File: src/rtl/hazard_scheduler_if.sv
// hazard_scheduler_if: bundle between the pipeline and the stall/flush scheduler.
//   master : pipeline side; drives hazard events, receives stall/flush/redirect
//            controls and the scheduler's status/performance outputs.
//   slave  : scheduler side.
// Events : ic_miss, dc_miss, br_resolve, br_mispredict, ex_is_load,
//          ex_uses_rw/ex_rw_addr, dec_uses_rs/dec_rs_addr, dec_uses_rt/dec_rt_addr
// Control: pc_stall, redirect, {i2d,d2e,e2m,m2w}_{stall,flush}
// Status : miss_timeout, stall_cycles, flush_count (CNT_W wide)
interface hazard_scheduler_if #(
  parameter int CNT_W = 32
);
  logic             ic_miss;
  logic             dc_miss;
  logic             br_resolve;
  logic             br_mispredict;
  logic             ex_is_load;
  logic             ex_uses_rw;
  logic [4:0]       ex_rw_addr;
  logic             dec_uses_rs;
  logic [4:0]       dec_rs_addr;
  logic             dec_uses_rt;
  logic [4:0]       dec_rt_addr;

  logic             pc_stall;
  logic             redirect;
  logic             i2d_stall, i2d_flush;
  logic             d2e_stall, d2e_flush;
  logic             e2m_stall, e2m_flush;
  logic             m2w_stall, m2w_flush;
  logic             miss_timeout;
  logic [CNT_W-1:0] stall_cycles;
  logic [CNT_W-1:0] flush_count;

  modport master (
    output ic_miss, dc_miss, br_resolve, br_mispredict, ex_is_load,
           ex_uses_rw, ex_rw_addr, dec_uses_rs, dec_rs_addr, dec_uses_rt, dec_rt_addr,
    input  pc_stall, redirect, i2d_stall, i2d_flush, d2e_stall, d2e_flush,
           e2m_stall, e2m_flush, m2w_stall, m2w_flush,
           miss_timeout, stall_cycles, flush_count
  );

  modport slave (
    input  ic_miss, dc_miss, br_resolve, br_mispredict, ex_is_load,
           ex_uses_rw, ex_rw_addr, dec_uses_rs, dec_rs_addr, dec_uses_rt, dec_rt_addr,
    output pc_stall, redirect, i2d_stall, i2d_flush, d2e_stall, d2e_flush,
           e2m_stall, e2m_flush, m2w_stall, m2w_flush,
           miss_timeout, stall_cycles, flush_count
  );
endinterface

File: src/rtl/hazard_scheduler.sv
// hazard_scheduler: central stall/flush scheduler for the 5-stage MIPS pipeline.
// Ports:
//   clk    : clock
//   rst_n  : asynchronous active-low reset; while low every pipeline register
//            is flushed and nothing stalls or redirects
//   hs     : hazard_scheduler_if.slave (events in, controls/status out)
// Controls are combinational from the inputs and registered state. Registered
// state: FSM (RUN/DMISS/DMISS_PEND), pending redirect, miss watchdog and
// saturating stall/redirect counters.
module hazard_scheduler #(
  parameter int TIMEOUT = 1024,
  parameter int CNT_W   = 32
) (
  input  logic             clk,
  input  logic             rst_n,
  hazard_scheduler_if.slave hs
);

  localparam logic [1:0]  ST_RUN        = 2'd0;
  localparam logic [1:0]  ST_DMISS      = 2'd1;
  localparam logic [1:0]  ST_DMISS_PEND = 2'd2;
  localparam logic [15:0] TO_LAST       = 16'(TIMEOUT - 1);
  localparam logic [CNT_W-1:0] CNT_ONE  = CNT_W'(1);

  logic [1:0]       state_q, state_d;
  logic             pend_q, pend_d;
  logic [15:0]      miss_cnt_q, miss_cnt_d;
  logic             timeout_q, timeout_d;
  logic [CNT_W-1:0] stall_q, stall_d;
  logic [CNT_W-1:0] flush_q, flush_d;

  logic mis_ev, mis, load_use;
  logic pc_stall, redirect;
  logic i2d_s, i2d_f, d2e_s, d2e_f, e2m_s, e2m_f, m2w_s, m2w_f;

  assign mis_ev = hs.br_resolve & hs.br_mispredict;
  // A mispredict captured under a miss is replayed once the miss releases.
  assign mis    = mis_ev | pend_q | (state_q == ST_DMISS_PEND);

  assign load_use = hs.ex_is_load & hs.ex_uses_rw & (|hs.ex_rw_addr) &
                    ((hs.dec_uses_rs & (hs.dec_rs_addr == hs.ex_rw_addr)) |
                     (hs.dec_uses_rt & (hs.dec_rt_addr == hs.ex_rw_addr)));

  // Stall and flush are never requested together on one register: a flush
  // under stall would be dropped by the pipeline register.
  always_comb begin
    pc_stall = 1'b0; redirect = 1'b0;
    i2d_s = 1'b0; i2d_f = 1'b0; d2e_s = 1'b0; d2e_f = 1'b0;
    e2m_s = 1'b0; e2m_f = 1'b0; m2w_s = 1'b0; m2w_f = 1'b0;
    if (!rst_n) begin
      i2d_f = 1'b1; d2e_f = 1'b1; e2m_f = 1'b1; m2w_f = 1'b1;
    end else if (hs.dc_miss) begin
      // Freeze IF..MEM; feed a bubble into WB so the stalled MEM result
      // is not written back twice.
      pc_stall = 1'b1; i2d_s = 1'b1; d2e_s = 1'b1; e2m_s = 1'b1;
      m2w_f    = 1'b1;
    end else if (mis) begin
      redirect = 1'b1; i2d_f = 1'b1; d2e_f = 1'b1;
    end else if (load_use) begin
      pc_stall = 1'b1; i2d_s = 1'b1; d2e_f = 1'b1;
    end else if (hs.ic_miss) begin
      pc_stall = 1'b1; i2d_f = 1'b1;
    end
  end

  always_comb begin
    state_d = state_q;
    case (state_q)
      ST_RUN:        if (hs.dc_miss) state_d = mis_ev ? ST_DMISS_PEND : ST_DMISS;
      ST_DMISS:      if (!hs.dc_miss) state_d = ST_RUN;
                     else if (mis_ev) state_d = ST_DMISS_PEND;
      ST_DMISS_PEND: if (!hs.dc_miss) state_d = ST_RUN;
      default:       state_d = ST_RUN;
    endcase
  end

  always_comb begin
    pend_d = pend_q;
    if (hs.dc_miss && mis_ev) pend_d = 1'b1;
    if (redirect)             pend_d = 1'b0;

    miss_cnt_d = 16'd0;
    if (hs.dc_miss)
      miss_cnt_d = (miss_cnt_q == 16'hFFFF) ? miss_cnt_q : miss_cnt_q + 16'd1;

    timeout_d = timeout_q | (hs.dc_miss && (miss_cnt_q == TO_LAST));

    stall_d = stall_q;
    if (pc_stall && (stall_q != '1)) stall_d = stall_q + CNT_ONE;
    flush_d = flush_q;
    if (redirect && (flush_q != '1)) flush_d = flush_q + CNT_ONE;
  end

  always_ff @(posedge clk or negedge rst_n) begin
    if (!rst_n) begin
      state_q    <= ST_RUN;
      pend_q     <= 1'b0;
      miss_cnt_q <= 16'd0;
      timeout_q  <= 1'b0;
      stall_q    <= '0;
      flush_q    <= '0;
    end else begin
      state_q    <= state_d;
      pend_q     <= pend_d;
      miss_cnt_q <= miss_cnt_d;
      timeout_q  <= timeout_d;
      stall_q    <= stall_d;
      flush_q    <= flush_d;
    end
  end

  assign hs.pc_stall     = pc_stall;
  assign hs.redirect     = redirect;
  assign hs.i2d_stall    = i2d_s;
  assign hs.i2d_flush    = i2d_f;
  assign hs.d2e_stall    = d2e_s;
  assign hs.d2e_flush    = d2e_f;
  assign hs.e2m_stall    = e2m_s;
  assign hs.e2m_flush    = e2m_f;
  assign hs.m2w_stall    = m2w_s;
  assign hs.m2w_flush    = m2w_f;
  assign hs.miss_timeout = timeout_q;
  assign hs.stall_cycles = stall_q;
  assign hs.flush_count  = flush_q;

endmodule

File: src/flat_wrapper.sv
// flat-port wrapper written by rule: the top's interface ports become plain ports
module hazard_scheduler_flat 
#(
  parameter int TIMEOUT = 1024,
  parameter int CNT_W   = 32
)
  (clk, rst_n, hs_ic_miss, hs_dc_miss, hs_br_resolve, hs_br_mispredict, hs_ex_is_load, hs_ex_uses_rw, hs_ex_rw_addr, hs_dec_uses_rs, hs_dec_rs_addr, hs_dec_uses_rt, hs_dec_rt_addr, hs_pc_stall, hs_redirect, hs_i2d_stall, hs_i2d_flush, hs_d2e_stall, hs_d2e_flush, hs_e2m_stall, hs_e2m_flush, hs_m2w_stall, hs_m2w_flush, hs_miss_timeout, hs_stall_cycles, hs_flush_count);
  hazard_scheduler_if #(.CNT_W(CNT_W)) hs_i ();
  input  logic clk;
  input  logic rst_n;
  input wire logic [$bits(hs_i.ic_miss)-1:0] hs_ic_miss;
  input wire logic [$bits(hs_i.dc_miss)-1:0] hs_dc_miss;
  input wire logic [$bits(hs_i.br_resolve)-1:0] hs_br_resolve;
  input wire logic [$bits(hs_i.br_mispredict)-1:0] hs_br_mispredict;
  input wire logic [$bits(hs_i.ex_is_load)-1:0] hs_ex_is_load;
  input wire logic [$bits(hs_i.ex_uses_rw)-1:0] hs_ex_uses_rw;
  input wire logic [$bits(hs_i.ex_rw_addr)-1:0] hs_ex_rw_addr;
  input wire logic [$bits(hs_i.dec_uses_rs)-1:0] hs_dec_uses_rs;
  input wire logic [$bits(hs_i.dec_rs_addr)-1:0] hs_dec_rs_addr;
  input wire logic [$bits(hs_i.dec_uses_rt)-1:0] hs_dec_uses_rt;
  input wire logic [$bits(hs_i.dec_rt_addr)-1:0] hs_dec_rt_addr;
  output wire logic [$bits(hs_i.pc_stall)-1:0] hs_pc_stall;
  output wire logic [$bits(hs_i.redirect)-1:0] hs_redirect;
  output wire logic [$bits(hs_i.i2d_stall)-1:0] hs_i2d_stall;
  output wire logic [$bits(hs_i.i2d_flush)-1:0] hs_i2d_flush;
  output wire logic [$bits(hs_i.d2e_stall)-1:0] hs_d2e_stall;
  output wire logic [$bits(hs_i.d2e_flush)-1:0] hs_d2e_flush;
  output wire logic [$bits(hs_i.e2m_stall)-1:0] hs_e2m_stall;
  output wire logic [$bits(hs_i.e2m_flush)-1:0] hs_e2m_flush;
  output wire logic [$bits(hs_i.m2w_stall)-1:0] hs_m2w_stall;
  output wire logic [$bits(hs_i.m2w_flush)-1:0] hs_m2w_flush;
  output wire logic [$bits(hs_i.miss_timeout)-1:0] hs_miss_timeout;
  output wire logic [$bits(hs_i.stall_cycles)-1:0] hs_stall_cycles;
  output wire logic [$bits(hs_i.flush_count)-1:0] hs_flush_count;
  assign hs_i.ic_miss = hs_ic_miss;
  assign hs_i.dc_miss = hs_dc_miss;
  assign hs_i.br_resolve = hs_br_resolve;
  assign hs_i.br_mispredict = hs_br_mispredict;
  assign hs_i.ex_is_load = hs_ex_is_load;
  assign hs_i.ex_uses_rw = hs_ex_uses_rw;
  assign hs_i.ex_rw_addr = hs_ex_rw_addr;
  assign hs_i.dec_uses_rs = hs_dec_uses_rs;
  assign hs_i.dec_rs_addr = hs_dec_rs_addr;
  assign hs_i.dec_uses_rt = hs_dec_uses_rt;
  assign hs_i.dec_rt_addr = hs_dec_rt_addr;
  assign hs_pc_stall = hs_i.pc_stall;
  assign hs_redirect = hs_i.redirect;
  assign hs_i2d_stall = hs_i.i2d_stall;
  assign hs_i2d_flush = hs_i.i2d_flush;
  assign hs_d2e_stall = hs_i.d2e_stall;
  assign hs_d2e_flush = hs_i.d2e_flush;
  assign hs_e2m_stall = hs_i.e2m_stall;
  assign hs_e2m_flush = hs_i.e2m_flush;
  assign hs_m2w_stall = hs_i.m2w_stall;
  assign hs_m2w_flush = hs_i.m2w_flush;
  assign hs_miss_timeout = hs_i.miss_timeout;
  assign hs_stall_cycles = hs_i.stall_cycles;
  assign hs_flush_count = hs_i.flush_count;
  hazard_scheduler #(.TIMEOUT(TIMEOUT), .CNT_W(CNT_W)) u_core (.clk(clk), .rst_n(rst_n), .hs(hs_i));
endmodule
File: config.mk
export PLATFORM = sky130hd
export DESIGN_NAME = hazard_scheduler_flat
export DESIGN_NICKNAME = d
export VERILOG_FILES = /design/src/rtl/hazard_scheduler_if.sv /design/src/rtl/hazard_scheduler.sv /design/src/flat_wrapper.sv
export SDC_FILE = /design/constraint.sdc
export NUM_CORES = 1
export LEC_CHECK = 0
export ABC_AREA = 1
export BUFFER_PORTS_ARGS = -buffer_cell sky130_fd_sc_hd__buf_2
export CORE_ASPECT_RATIO = 1.5
export CORE_MARGIN = 2
export CORE_UTILIZATION = 51
export DETAILED_ROUTE_END_ITERATION = 10
export PLACE_DENSITY = 0.77
export SYNTH_ARGS = -nofsm -noshare
export SYNTH_HDL_FRONTEND = slang
export SYNTH_SLANG_ARGS = --single-unit
File: constraint.sdc
create_clock -name clk -period 2 [get_ports clk]
set_clock_uncertainty 0.2 [all_clocks]
set_input_delay 0.2 -clock clk [delete_from_list [all_inputs] [get_ports clk]]
set_output_delay 0.2 -clock clk [all_outputs]
set_load 0.01 [all_outputs]
==> flow_metrics.tcl, run 1 <==
set metrics [dict create \
    setup_viol 0 \
    slew_headroom_pct 33.8 \
    cts.sinks 84 \
    cp_max_fo 4 \
    grtUsageTotal_pct 28.1 \
    rsz0062_at_grt "yes" \
    htreeDepth 3 \
    fin_area_mm2 0.00713 \
    ant_nets 0 \
    gp_congestion 0.999 \
    p_per_area_mw_per_mm2 736 \
    wl_um 15700 \
    cts-root-buf "clkbuf_16" \
    place_ws_ns 0.0122 \
    layout_common_cells "nand2_1, buf_2, dfrtp_1, inv_1, buf_4" \
    first_pass_iters 4 \
    min_period_ns 1.98 \
    syn-num-nets 800 \
    total_power_uw 5250 \
    die_h_um 130 \
    first_iter_violations 252 \
    hp-class "primary input to asynchronous set/reset pin" \
    crit_buf_inv 1 \
    grt_max_degree 79 \
    vias_per_cell 5.22 \
    drc 0 \
    worst_slack_ns 0.0245 \
    finalHoldViolCount 0 \
    clkTransAtPathRegs_ns 0.07 \
    min_period_over_period_pct 98.8 \
    worstMarginPinSlew_ns 0.993 \
    hpwl_um 11200 \
    fp.dieArea_mm2 0.0114 \
    final_common_cell "nand2_1" \
    layout-drive-gt1-share_pct 25.6 \
    ys_warn_count 0 \
    cellLeakagePower_uw 0.00371 \
    syn_inst 772 \
    endpoint_kind "flip-flop" \
    cp_cell_sequence "inv_1 -> nor3_1 -> nand2_1 -> nor3_1 -> xor2_1 -> nand3_1 -> nand2_1" \
    grt_pass1_wl_um 25300 \
    status "complete, no violations" \
    grt_overflow 0 \
    diodes 0 \
    peakVddDrop_mv 0.621 \
    postPlaceCellArea_mm2 0.00646 \
    ys_seq_area_share_pct 39.2 \
    async_flop_share_pct 100 \
    rows 45 \
    syn_avg_cell_area_um2 6.94 \
    fin_nets 973 \
    area_growth_pct 33.1 \
    initial_utilization_pct 52.6 \
    synthDistinctLibCells 33 \
    numCtsBuffers 9 \
    cp-start-kind "flip-flop" \
    cpPeakStageDelay_ns 0.43 \
    die_x_um 87.7 \
    insertion_delay_ns 0.34 \
    fin_util_pct 70.0 \
    max_freq_ghz 0.506 \
    port_buffers 98 \
    antenna_found_initial 0 \
    criticalPathCategory "flip-flop to flip-flop" \
    required_ns 2.09 \
    critPathTopFamily "simple AND/OR/NAND/NOR gates" \
    ys_seq_elements 84 \
    grt_pass1_vias 5434 \
    slowest_stage "dfrtp_1" \
    pin_count 100 \
    synth_flop_cell "dfrtp_1" \
    fp.coreArea_mm2 0.0102 \
    cts_buffer_depth 2 \
    vias 5700 \
    synth_edf_count 0 \
    synth_area_mm2 0.00536 \
    arrival_ns 2.06 \
    drv_slew 0 \
    drv_cap 0 \
    wl_per_cell_um 14.4 \
    cts_tree "built" \
]
per-stage QoR:
| step | hold WS, ns | setup TNS [ns] | instances |
|---|---|---|---|
| detailed placement | -0.166 | 0 | 1060 |
| finish | 0.0124 | 0 | 1091 |
| global placement | -0.169 | 0 | 1060 |
| floorplan | -0.296 | 0 | 772 |
| CTS | 0.0286 | 0 | 1080 |
| global route | 0.0232 | -0.659 | 1091 |
cells by family after synthesis:
group,after synthesis,share of synthesized area (%)
xor gates and xnor gates,60,9.80
AOI/OAI and AO/OA,42,4.46
other,1,0.0700
DFF,84,39.2
and+or+nand+nor,482,37.9
adders and majority gates,3,0.700
buffers and inverters,100,7.84
what timing repair did:
action                                  4_1_cts  5_1_grt
gates cloned                                  1        0
hold buffers                                  1        0
endpoints found under the setup margin        2       66
buffers inserted                              2       12
endpoints found under the hold margin         6        0
pin swaps                                     3        8
resized for setup                             7       43
layout make-up:
class | instances | area, um^2
fill | 835 | 3060
tap | 141 | 176
clock buffer | 11 | 243
multi-input combinational | 588 | 3010
sequential | 84 | 2110
clock inverter | 5 | 108
timing repair buffer | 180 | 1180
inverter | 82 | 308
per-layer routing:
| layer | up-vias | track usage (%) | wire [um] |
|---|---|---|---|
| met5 | - | 0 | 0 |
| met4 | 0 | 14.8 | 857 |
| met3 | 71 | 3.50 | 655 |
| met2 | 228 | 48.9 | 8110 |
| met1 | 2617 | 33.4 | 6040 |
| li1 | 2784 | - | - |
Yosys cell counts (2+ instances only):
master / count / area (um^2)
nand2_1: 275 / 1030
dfrtp_1: 84 / 2100
nor2_1: 82 / 308
inv_1: 79 / 297
nand3_1: 55 / 275
xor2_1: 43 / 377
nor3_1: 37 / 185
xnor2_1: 17 / 149
o21ai_0: 16 / 80.1
buf_2: 12 / 60.1
nand4_1: 12 / 75.1
o21ai_1: 8 / 40.0
a21oi_1: 7 / 35.0
a31oi_1: 4 / 25.0
nor2_2: 4 / 25.0
o31ai_1: 4 / 30.0
buf_6: 3 / 33.8
ha_1: 3 / 37.5
inv_2: 3 / 11.3
nand2_2: 3 / 18.8
nand3b_1: 3 / 22.5
nor3_2: 3 / 30.0
nor4_1: 3 / 18.8
and3_1: 2 / 12.5
buf_4: 2 / 15.0
worst register-to-register path, cell delays in order (launching register included):
cell,delay [ns]
dfrtp_1,0.43
inv_1,0.11
nor3_1,0.34
nand2_1,0.13
nor3_1,0.39
xor2_1,0.18
nand3_1,0.08
nand2_1,0.06
flip-flops by register name, indices dropped and copies added (netlist names):
| signal | count |
|---|---|
| u_core.state_q | 2 |
| u_core.miss_cnt_q | 16 |
| u_core.hs.flush_count | 32 |
| u_core.hs.miss_timeout | 1 |
| u_core.pend_q | 1 |
| u_core.hs.stall_cycles | 32 |
power by group:
group          internal [uW]  switching (uW)
logic                    529             724
clock network           1260             718
registers               1870             145
path summary, 6_finish.rpt:
check                      slack [ns]  cells after the start                         end                       start
min                              0.01                      2               u_core.pend_q                       rst_n
min reg2reg                      0.25                      1           u_core.state_q[0]           u_core.state_q[1]
max reg2reg                      0.02                      7  u_core.hs.stall_cycles[19]  u_core.hs.stall_cycles[11]
max                              0.02                      7  u_core.hs.stall_cycles[19]  u_core.hs.stall_cycles[11]
max in group asynchronous        0.27                      4   u_core.hs.flush_count[10]                       rst_n
min in group clk                 0.07                      4           u_core.state_q[0]            hs_br_mispredict
No activity file was read; power rests on OpenSTA's default activity.
==> run 2: changes to the inputs <==
--- a/config.mk
+++ b/config.mk
@@ -6,7 +6,7 @@
 export NUM_CORES = 1
 export LEC_CHECK = 0
 export ABC_AREA = 1
-export BUFFER_PORTS_ARGS = -buffer_cell sky130_fd_sc_hd__buf_2
+export BUFFER_PORTS_ARGS = -buffer_cell sky130_fd_sc_hd__buf_4
 export CORE_ASPECT_RATIO = 1.5
 export CORE_MARGIN = 2
 export CORE_UTILIZATION = 51
==> run 2 against run 1 <==
- first-iteration DRC count increased by 24%
- fmax increased by 2.5%
- cell count fell by 1.1%
- wire length rose by 4.8%
- core utilization up 0.26 points
- register-to-register slack better by 0.06 ns
- design area grew 0.37%
- count of clock-buffer cells in the layout fell by 1
==> flow_metrics.tcl, run 2 (same netlist as run 1, synthesis figures left out) <==
set metrics [dict create \
    cts.sinks 84 \
    cts-root-buf "clkbuf_16" \
    min_period_over_period_pct 96.3 \
    grtUsageTotal_pct 29.9 \
    hold_end "u_core.state_q[0]" \
    highest_layer "met4" \
    hp-start "hs_br_mispredict" \
    max_freq_ghz 0.519 \
    drc 0 \
    reg2reg_slack_ns 0.08 \
    whs_path_depth 4 \
    dr_wl_met3_um 692 \
    gp_congestion 0.985 \
    worstMarginPinSlew_ns 0.970 \
    r2r-end "u_core.hs.flush_count[27]" \
    grt_pass1_vias 5737 \
    cts_buffer_depth 2 \
    wl_um 16400 \
    wl_per_cell_um 15.2 \
    cts_tree "built" \
    numCtsBuffers 9 \
    slew_headroom_pct 35.3 \
    htreeDepth 3 \
    drv_slew 0 \
    grt_max_degree 77 \
    fp.coreArea_mm2 0.0102 \
    required_ns 1.60 \
    min_period_ns 1.93 \
    insertion_delay_ns 0.34 \
    setup_viol 0 \
    met2_length_um 8690 \
    place_inst 1060 \
    die_x_um 87.7 \
    pin_count 100 \
    worst_slack_ns 0.0730 \
    hpwl_um 12400 \
    instances_no_fill 1079 \
    port_buffers 98 \
    rows 45 \
    first_iter_violations 313 \
    p_per_area_mw_per_mm2 710 \
    cp_cell_sequence "inv_1 -> or2_4 -> a31oi_2 -> buf_4 -> buf_4" \
    reg2regPathDepth 8 \
    cellLeakagePower_uw 0.00363 \
    r2r_start "u_core.hs.flush_count[5]" \
    cp-start-kind "flip-flop" \
    arrival_ns 1.53 \
    ant_nets 0 \
    cpPeakStageDelay_ns 0.34 \
    first_pass_iters 8 \
    finalHoldViolCount 0 \
    layout_common_cells "nand2_1, buf_4, dfrtp_1, inv_1, nor2_1" \
    diodes 0 \
    vias_per_cell 5.29 \
    final_common_cell "nand2_1" \
    fin_nets 963 \
    drv_cap 0 \
    endpoint_kind "output port" \
    slowest_stage "dfrtp_1" \
    die_h_um 130 \
    status "complete, no violations" \
    layout-drive-gt1-share_pct 23.6 \
    place_ws_ns -0.00425 \
    hp-class "primary input to flip-flop" \
    area_growth_pct 33.5 \
    peakVddDrop_mv 0.515 \
    cp_max_fo 3 \
    drt-met1-wl_um 6150 \
    grt_overflow 0 \
    vias 5710 \
    initial_utilization_pct 52.6 \
    fp.dieArea_mm2 0.0114 \
    grt_pass1_wl_um 26600 \
    clkTransAtPathRegs_ns 0.06 \
    criticalPathCategory "flip-flop to output port" \
    critPathMostFrequentCell "buf_4" \
    antenna_found_initial 0 \
]
run 2: how the worst max path moves through the flow:
stage	slack [ns]	startpoint	cells past startpoint	end
floorplan	0.02	u_core.hs.flush_count[0]	10	u_core.hs.flush_count[14]
global placement	-0.05	u_core.hs.flush_count[5]	8	u_core.hs.flush_count[27]
detailed placement	-0.004	u_core.hs.flush_count[3]	8	u_core.hs.flush_count[31]
CTS	0.007	u_core.state_q[1]	8	hs_pc_stall
global route	-0.005	u_core.hs.flush_count[0]	10	u_core.hs.flush_count[6]
finish	0.07	u_core.state_q[1]	5	hs_redirect
run 2: metal layers:
layer	vias up	global-route usage (%)
met4	0	17.1
met5	-	0
met2	201	53.6
li1	2767	-
met3	61	3.50
met1	2681	33.6
run 2: per-stage QoR:
stage | hold slack (ns) | setup TNS (ns) | cell area (um^2) | util, % | power [uW]
floorplan | -0.296 | 0 | 5360 | - | 2630
global placement | -0.154 | -0.0821 | 6700 | 65.7 | 3330
detailed placement | -0.150 | -0.00425 | 6700 | 65.7 | 3360
CTS | 0.0360 | 0 | 7060 | 69.3 | 5080
global route | 0.127 | -0.00480 | 7160 | 70.2 | 5340
finish | 0.0711 | 0 | 7160 | 70.2 | 5080
run 2: cell type report:
type / count / area [um^2]
Tap cell: 141 / 176
Clock inverter: 4 / 51.3
Fill cell: 856 / 3030
Clock buffer: 10 / 239
Inverter: 82 / 310
Timing Repair Buffer: 170 / 1320
Sequential cell: 84 / 2100
Multi-Input combinational cell: 588 / 2960
run 2: report_power, final:
group          internal [uW]  switching (uW)
clock                    988             689
sequential              1870             140
combinational            618             780
run 2: timing repair:
item / CTS / global route
pin swaps: 1 / 4
setup buffers: 2 / 1
hold buffers: 3 / 0
endpoints found under the setup margin: 4 / 66
resized for setup: 7 / 24
hold endpoints to repair: 16 / 0
run 2: worst max-delay path, delay by kind of cell, from the launching register on:
kind	cells	cell delay, ns
and+or+nand+nor	1	0.27
AOI/OAI and AO/OA	1	0.23
DFF	1	0.34
buffers and inverters	3	0.34
